$ cat src/rtl/conv3x3_pkg.sv
// rtl/conv3x3_pkg.sv - shared tap constants and arithmetic helpers for conv3x3_multich
package conv3x3_pkg;

  localparam int WIN  = 3;
  localparam int TAPS = WIN * WIN;

  // Tap k = 3*i + j; i = 0 is the oldest row, j = 0 the oldest column.
  function automatic int tap_idx(input int i, input int j);
    return WIN * i + j;
  endfunction

  function automatic int sum_width(input int dw, input int cw, input int ch);
    return dw + cw + 4 + $clog2(ch);
  endfunction

  function automatic logic [63:0] sat_shift(input logic [63:0] v, input int sh, input int ow);
    logic [63:0] s;
    logic [63:0] lim;
    s   = v >> sh;
    lim = (64'd1 << ow) - 64'd1;
    return (s > lim) ? lim : s;
  endfunction

endpackage

$ cat src/rtl/line_buf_2tap.sv
// rtl/line_buf_2tap.sv - write-gated shift memory giving samples one and two lines old
module line_buf_2tap #(
  parameter int DW    = 8,
  parameter int DEPTH = 64
) (
  input  logic          clk,
  input  logic          we,
  input  logic [DW-1:0] din,
  output logic [DW-1:0] dout1,
  output logic [DW-1:0] dout2
);

  logic [DW-1:0] mem1 [DEPTH];
  logic [DW-1:0] mem2 [DEPTH];

  always_ff @(posedge clk) begin
    if (we) begin
      mem1[0] <= din;
      mem2[0] <= mem1[DEPTH-1];
      for (int k = 1; k < DEPTH; k++) begin
        mem1[k] <= mem1[k-1];
        mem2[k] <= mem2[k-1];
      end
    end
  end

  // Read before the concurrent write: the sample DEPTH and 2*DEPTH writes back.
  assign dout1 = mem1[DEPTH-1];
  assign dout2 = mem2[DEPTH-1];

endmodule

$ cat src/rtl/conv3x3_multich.sv
// rtl/conv3x3_multich.sv - streaming multi-channel 3x3 weighted-sum filter, 4-stage pipeline
// CONV3X3_REPLICATE_EN: replicate nearest in-frame pixel at edges instead of zero padding
module conv3x3_multich
  import conv3x3_pkg::*;
#(
  parameter int DW    = 8,
  parameter int CH    = 3,
  parameter int IMG_W = 64,
  parameter int IMG_H = 64,
  parameter int CW    = 4,
  parameter int OW    = 8,
  parameter int SHIFT = 0
) (
  input  logic                  clk,
  input  logic                  rstn,
  input  logic                  in_valid,
  input  logic                  in_sof,
  input  logic [CH*DW-1:0]      in_data,
  input  logic [CH*TAPS*CW-1:0] coef,
  output logic                  out_valid,
  output logic                  out_sof,
  output logic                  out_eol,
  output logic [OW-1:0]         out_data
);

  localparam int PW  = DW + CW;
  localparam int CSW = DW + CW + 4;
  localparam int TW  = sum_width(DW, CW, CH);
  localparam int RW  = $clog2(IMG_H);
  localparam int CLW = $clog2(IMG_W);

  logic [RW-1:0]  row_cnt, cur_row;
  logic [CLW-1:0] col_cnt, cur_col;

  always_comb begin
    cur_row = in_sof ? '0 : row_cnt;
    cur_col = in_sof ? '0 : col_cnt;
  end

  always_ff @(posedge clk or negedge rstn) begin
    if (!rstn) begin
      row_cnt <= '0;
      col_cnt <= '0;
    end else if (in_valid) begin
      if (cur_col == CLW'(IMG_W - 1)) begin
        col_cnt <= '0;
        row_cnt <= (cur_row == RW'(IMG_H - 1)) ? '0 : cur_row + RW'(1);
      end else begin
        col_cnt <= cur_col + CLW'(1);
        row_cnt <= cur_row;
      end
    end
  end

  logic [DW-1:0] lb1 [CH];
  logic [DW-1:0] lb2 [CH];

  for (genvar g = 0; g < CH; g++) begin : g_lb
    line_buf_2tap #(.DW(DW), .DEPTH(IMG_W)) u_lb (
      .clk   (clk),
      .we    (in_valid),
      .din   (in_data[g*DW +: DW]),
      .dout1 (lb1[g]),
      .dout2 (lb2[g])
    );
  end

  // raw holds the unsubstituted window: two history columns plus the arriving one.
  logic [DW-1:0] hist [CH][WIN][2];
  logic [DW-1:0] raw  [CH][WIN][WIN];
  logic [DW-1:0] tap  [CH][TAPS];

  always_comb begin
    raw = '{default: '0};
    for (int ch = 0; ch < CH; ch++) begin
      for (int i = 0; i < WIN; i++) begin
        raw[ch][i][0] = hist[ch][i][0];
        raw[ch][i][1] = hist[ch][i][1];
      end
      raw[ch][0][2] = lb2[ch];
      raw[ch][1][2] = lb1[ch];
      raw[ch][2][2] = in_data[ch*DW +: DW];
    end
  end

  always_ff @(posedge clk) begin
    if (in_valid) begin
      for (int ch = 0; ch < CH; ch++) begin
        for (int i = 0; i < WIN; i++) begin
          hist[ch][i][0] <= hist[ch][i][1];
          hist[ch][i][1] <= raw[ch][i][2];
        end
      end
    end
  end

`ifdef CONV3X3_REPLICATE_EN
  // Out-of-frame row/col index clamps to the window slot holding row/col 0.
  function automatic logic [1:0] src_idx(input int k, input int pos);
    return (pos + k < 2) ? 2'(2 - pos) : 2'(k);
  endfunction
`endif

  always_comb begin
    tap = '{default: '0};
    for (int ch = 0; ch < CH; ch++) begin
      for (int i = 0; i < WIN; i++) begin
        for (int j = 0; j < WIN; j++) begin
`ifdef CONV3X3_REPLICATE_EN
          tap[ch][tap_idx(i, j)] = raw[ch][src_idx(i, int'(cur_row))][src_idx(j, int'(cur_col))];
`else
          tap[ch][tap_idx(i, j)] = (int'(cur_row) + i < 2 || int'(cur_col) + j < 2) ? '0 : raw[ch][i][j];
`endif
        end
      end
    end
  end

  logic [CH*TAPS*CW-1:0] coef_reg, s1_coef;
  logic [DW-1:0]         s1_tap [CH][TAPS];
  logic                  s1_valid, s1_sof, s1_eol;
  logic [PW-1:0]         s2_prod [CH][TAPS];
  logic                  s2_valid, s2_sof, s2_eol;
  logic [CSW-1:0]        ch_sum [CH];
  logic [CSW-1:0]        s3_sum [CH];
  logic                  s3_valid, s3_sof, s3_eol;
  logic [TW-1:0]         total;
  logic [OW-1:0]         sat_val;

  always_ff @(posedge clk or negedge rstn) begin
    if (!rstn) begin
      coef_reg <= '0;
      s1_valid <= 1'b0;
      s2_valid <= 1'b0;
      s3_valid <= 1'b0;
    end else begin
      s1_valid <= in_valid;
      s2_valid <= s1_valid;
      s3_valid <= s2_valid;
      if (in_valid && in_sof) coef_reg <= coef;
    end
  end

  // Coefficients travel with S1 so a new frame never retunes older pixels.
  always_ff @(posedge clk) begin
    if (in_valid) begin
      s1_tap  <= tap;
      s1_coef <= in_sof ? coef : coef_reg;
      s1_sof  <= (cur_row == '0) && (cur_col == '0);
      s1_eol  <= (cur_col == CLW'(IMG_W - 1));
    end
  end

  always_ff @(posedge clk) begin
    for (int ch = 0; ch < CH; ch++) begin
      for (int k = 0; k < TAPS; k++) begin
        s2_prod[ch][k] <= PW'(s1_tap[ch][k]) * PW'(s1_coef[(ch*TAPS+k)*CW +: CW]);
      end
    end
    s2_sof <= s1_sof;
    s2_eol <= s1_eol;
  end

  always_comb begin
    ch_sum = '{default: '0};
    for (int ch = 0; ch < CH; ch++) begin
      for (int k = 0; k < TAPS; k++) begin
        ch_sum[ch] = ch_sum[ch] + CSW'(s2_prod[ch][k]);
      end
    end
  end

  always_ff @(posedge clk) begin
    s3_sum <= ch_sum;
    s3_sof <= s2_sof;
    s3_eol <= s2_eol;
  end

  always_comb begin
    total = '0;
    for (int ch = 0; ch < CH; ch++) begin
      total = total + TW'(s3_sum[ch]);
    end
    sat_val = OW'(sat_shift(64'(total), SHIFT, OW));
  end

  always_ff @(posedge clk or negedge rstn) begin
    if (!rstn) begin
      out_valid <= 1'b0;
      out_sof   <= 1'b0;
      out_eol   <= 1'b0;
      out_data  <= '0;
    end else begin
      out_valid <= s3_valid;
      if (s3_valid) begin
        out_data <= sat_val;
        out_sof  <= s3_sof;
        out_eol  <= s3_eol;
      end
    end
  end

endmodule

$ cat config.mk
export PLATFORM = sky130hd
export DESIGN_NAME = conv3x3_multich
export DESIGN_NICKNAME = d
export VERILOG_FILES = /design/src/rtl/conv3x3_pkg.sv /design/src/rtl/line_buf_2tap.sv /design/src/rtl/conv3x3_multich.sv
export SDC_FILE = /design/constraint.sdc
export NUM_CORES = 2
export LEC_CHECK = 0
export CAP_MARGIN = 40
export CORE_AREA = 2 2 527 529
export CTS_BUF_LIST = sky130_fd_sc_hd__clkbuf_8 sky130_fd_sc_hd__clkbuf_16
export CTS_CLUSTER_SIZE = 8
export DETAILED_ROUTE_END_ITERATION = 6
export DIE_AREA = 0 0 529 531
export GPL_ROUTABILITY_DRIVEN = 0
export MAX_ROUTING_LAYER = met4
export PLACE_DENSITY_LB_ADDON = 0.25
export RECOVER_POWER = 100
export SYNTH_ARGS = -nofsm -noshare
export SYNTH_HDL_FRONTEND = slang
export SYNTH_SLANG_ARGS = --single-unit
export TNS_END_PERCENT = 100
$ cat constraint.sdc
create_clock -name clk -period 9.3 [get_ports clk]
set_input_delay 0.93 -clock clk [delete_from_list [all_inputs] [get_ports clk]]
set_output_delay 0.93 -clock clk [all_outputs]
set_load 0.01 [all_outputs]
==> reports/metrics.yaml <==
place:
  hpwl_um: 161000
  postPlaceCellArea_um2: 157000
  io_buffers: 146
  placedCellCount: 12064
  post-place-ws_ns: 4.24
global_routing:
  grt_max_degree: 202
  overflow: 0
  grt.total_usage_pct: 19.1
  antenna_found_initial: 53
  grt_pass1_vias: 70153
  grt_first_pass_wirelength_um: 400000
cts:
  cts_setup_buffers: 0
  clock_latency_ns: 1.00
  cts-root-buf: "clkbuf_16"
  clkSinkCount: 3956
  cts_made_buffers: 566
  htree_levels: 6
  cts_tree: "yes"
  path_clk_slew_ns: 0.05
  cts_buffer_depth: 4
power:
  fin_total_pwr_mw: 61.9
  p_leak_nw: 67.6
  cellPowerDensity_nw_per_um2: 357
  vdd_drop_max_mv: 1.05
timing:
  drv_slew: 1978
  clock_skew_ns: 0.0630
  setup_tns_ns: 0
  hold_viol: 0
  max_freq_mhz: 147
  rsz0062_at_grt: "no"
  setup_viol: 0
  fin_crit_sh_pct: 73.2
  tightest_slew_ns: 4.82
  hold_ws_ns: 0.336
  setup_ws_ns: 2.50
  finalCriticalPeriod_ns: 6.80
  max_slew_margin_pct: -222
finish:
  design_area_um2: 173000
  top_regs: "g_lb.u_lb.mem2 x1535, g_lb.u_lb.mem1 x1534, s2_prod x324"
  instances_no_fill: 12929
  drive_above_1_share_pct: 9.26
  fin_util_pct: 63.0
  nets: 10252
  largest_register: "g_lb.u_lb.mem2"
  area_growth_pct: 14.8
  largest_register_ffs: 1535
  final_cell_mix: "edfxtp_1 (3,446), inv_1 (1,009), fa_1 (587)"
  layout_commonest_cell: "edfxtp_1"
synthesis:
  synth_sequential_area_ratio_pct: 75.8
  synth.avg_cell_area_um2: 18.1
  synth-seq-cells: 3956
  synth_warnings: 0
  synth_cell_types: 85
  synth.top_cells.by_area: "edfxtp_1 (69%), fa_1 (7.8%), dfxtp_1 (5.0%)"
  syn_inst: 8335
  synth-edff-count: 3446
  synth_area_um2: 151000
  yosys_most_used_dff: "edfxtp_1"
  async_flop_share_pct: 3.39
  synth_top_cell_by_area: "edfxtp_1"
  syn-num-nets: 9560
  yosys.area.top_type_share_pct: 68.6
routing:
  routed_wl_um: 258000
  wl_met3_um: 14400
  drc_errors: 0
  wl_per_cell_um: 19.9
  via_count: 67735
  wl_met2_um: 114000
  drt_pass1_iterations: 6
  drt_iter0_drc: 5720
  ant_nets: 0
  top_layer_used: "met4"
  drt-met1-wl_um: 122000
  routed_via_density: 5.24
floorplan:
  io_pins: 147
  dieArea_um2: 281000
  rows: 193
  core_area_um2: 275000
  die_h_um: 531
  initial_core_util_pct: 54.8
  die_x_um: 529
critical_path:
  cp-end-kind: "flop"
  start_kind: "input port"
  required_ns: 10.01
  critPathKind: "input port to flop"
  worstPathArrival_ns: 7.51
  path_max_fanout: 55
worst_hold_path:
  hold_class: "flop to flop"
status:
  status: "complete, but fails checks"
  violations: "max-capacitance violations, max-slew violations"
run:
  max_cap_viol_count: 27
-- where the power goes --
| group | internal [mW] | leakage [nW] | switching [mW] |
|---|---|---|---|
| clock network | 11.1 | 8.60 | 7.30 |
| logic | 9.08 | 20.5 | 12.2 |
| registers | 21.4 | 38.5 | 0.819 |
-- kinds of logic (layout without fill, tap and decap cells) --
family / count (synthesis) / in the layout / share of synthesized area (%)
AO/OA/AOI/OAI: 507 / 507 / 2.13
flip-flops: 3956 / 3956 / 75.8
AND/OR/NAND/NOR: 1450 / 1450 / 4.99
buffers and inverters: 888 / 1841 / 2.23
adder cells (fa/ha/maj): 1089 / 1089 / 11.9
XOR/XNOR: 223 / 223 / 1.29
other: 0 / 34 / 0
multiplexers: 222 / 222 / 1.65
-- final timing paths --
| check | cells past startpoint | slack [ns] | start | endpoint |
|---|---|---|---|---|
| worst max-delay path | 14 | 2.50 | in_sof | s1_tap[36]$_SDFFCE_PP0P_ |
| worst min-delay path | 0 | 0.34 | s2_sof$_DFF_P_ | s3_sof$_DFF_P_ |
| worst max register to register | 16 | 4.54 | s2_prod[1][85]$_DFF_P_ | s3_sum[28]$_DFF_P_ |
| worst min register to register | 0 | 0.34 | s2_sof$_DFF_P_ | s3_sof$_DFF_P_ |
| max in group asynchronous | 3 | 3.41 | rstn | coef_reg[20]$_DFFE_PN0P_ |
| min in group asynchronous | 2 | 1.60 | rstn | coef_reg[49]$_DFFE_PN0P_ |
-- critical path: stages --
cell and delay, ns:
clkbuf_1 2.66, buf_4 0.90, nand2b_1 0.25, inv_1 0.06, ha_1 0.23, nand3b_1 0.16, nor2_1 0.09, nand3_1 0.20
inv_1 0.22, nor4b_4 0.35, buf_4 0.48, nor2_1 0.31, buf_4 0.29, and2_0 0.20
-- Yosys cell counts, types with 31 or more instances --
library cell / count
xnor2_1: 137
clkbuf_1: 66
mux2_2: 218
xor2_1: 86
and2_1: 535
a21o_1: 35
a21oi_1: 195
fa_1: 587
inv_1: 810
nor2b_1: 65
and3_1: 31
edfxtp_1: 3446
dfrtp_1: 134
dfxtp_1: 376
o21bai_1: 55
o21ai_0: 99
nand2_1: 538
nor2_1: 99
ha_1: 502
-- per-layer routing --
metal	GRT usage, %	vias to the layer above
met5	-	-
met4	6.16	0
met3	3.73	433
met2	27.1	1623
met1	27.9	34513
li1	-	31166
-- final cells by class --
class / instances / area [µm²]
Tap cell: 3607 / 4510
Sequential cell: 3956 / 114000
Timing Repair Buffer: 201 / 1950
Fill cell: 18832 / 102000
Inverter: 811 / 3040
Clock inverter: 249 / 1710
Antenna cell: 34 / 85.1
Clock buffer: 580 / 14500
Multi-Input combinational cell: 3491 / 33200
-- repair_timing --
action,CTS,global route
hold buffers,1,0
hold endpoints to repair,49,0
resized for setup,0,0
Note: power is estimated with default switching activity, not from simulation.
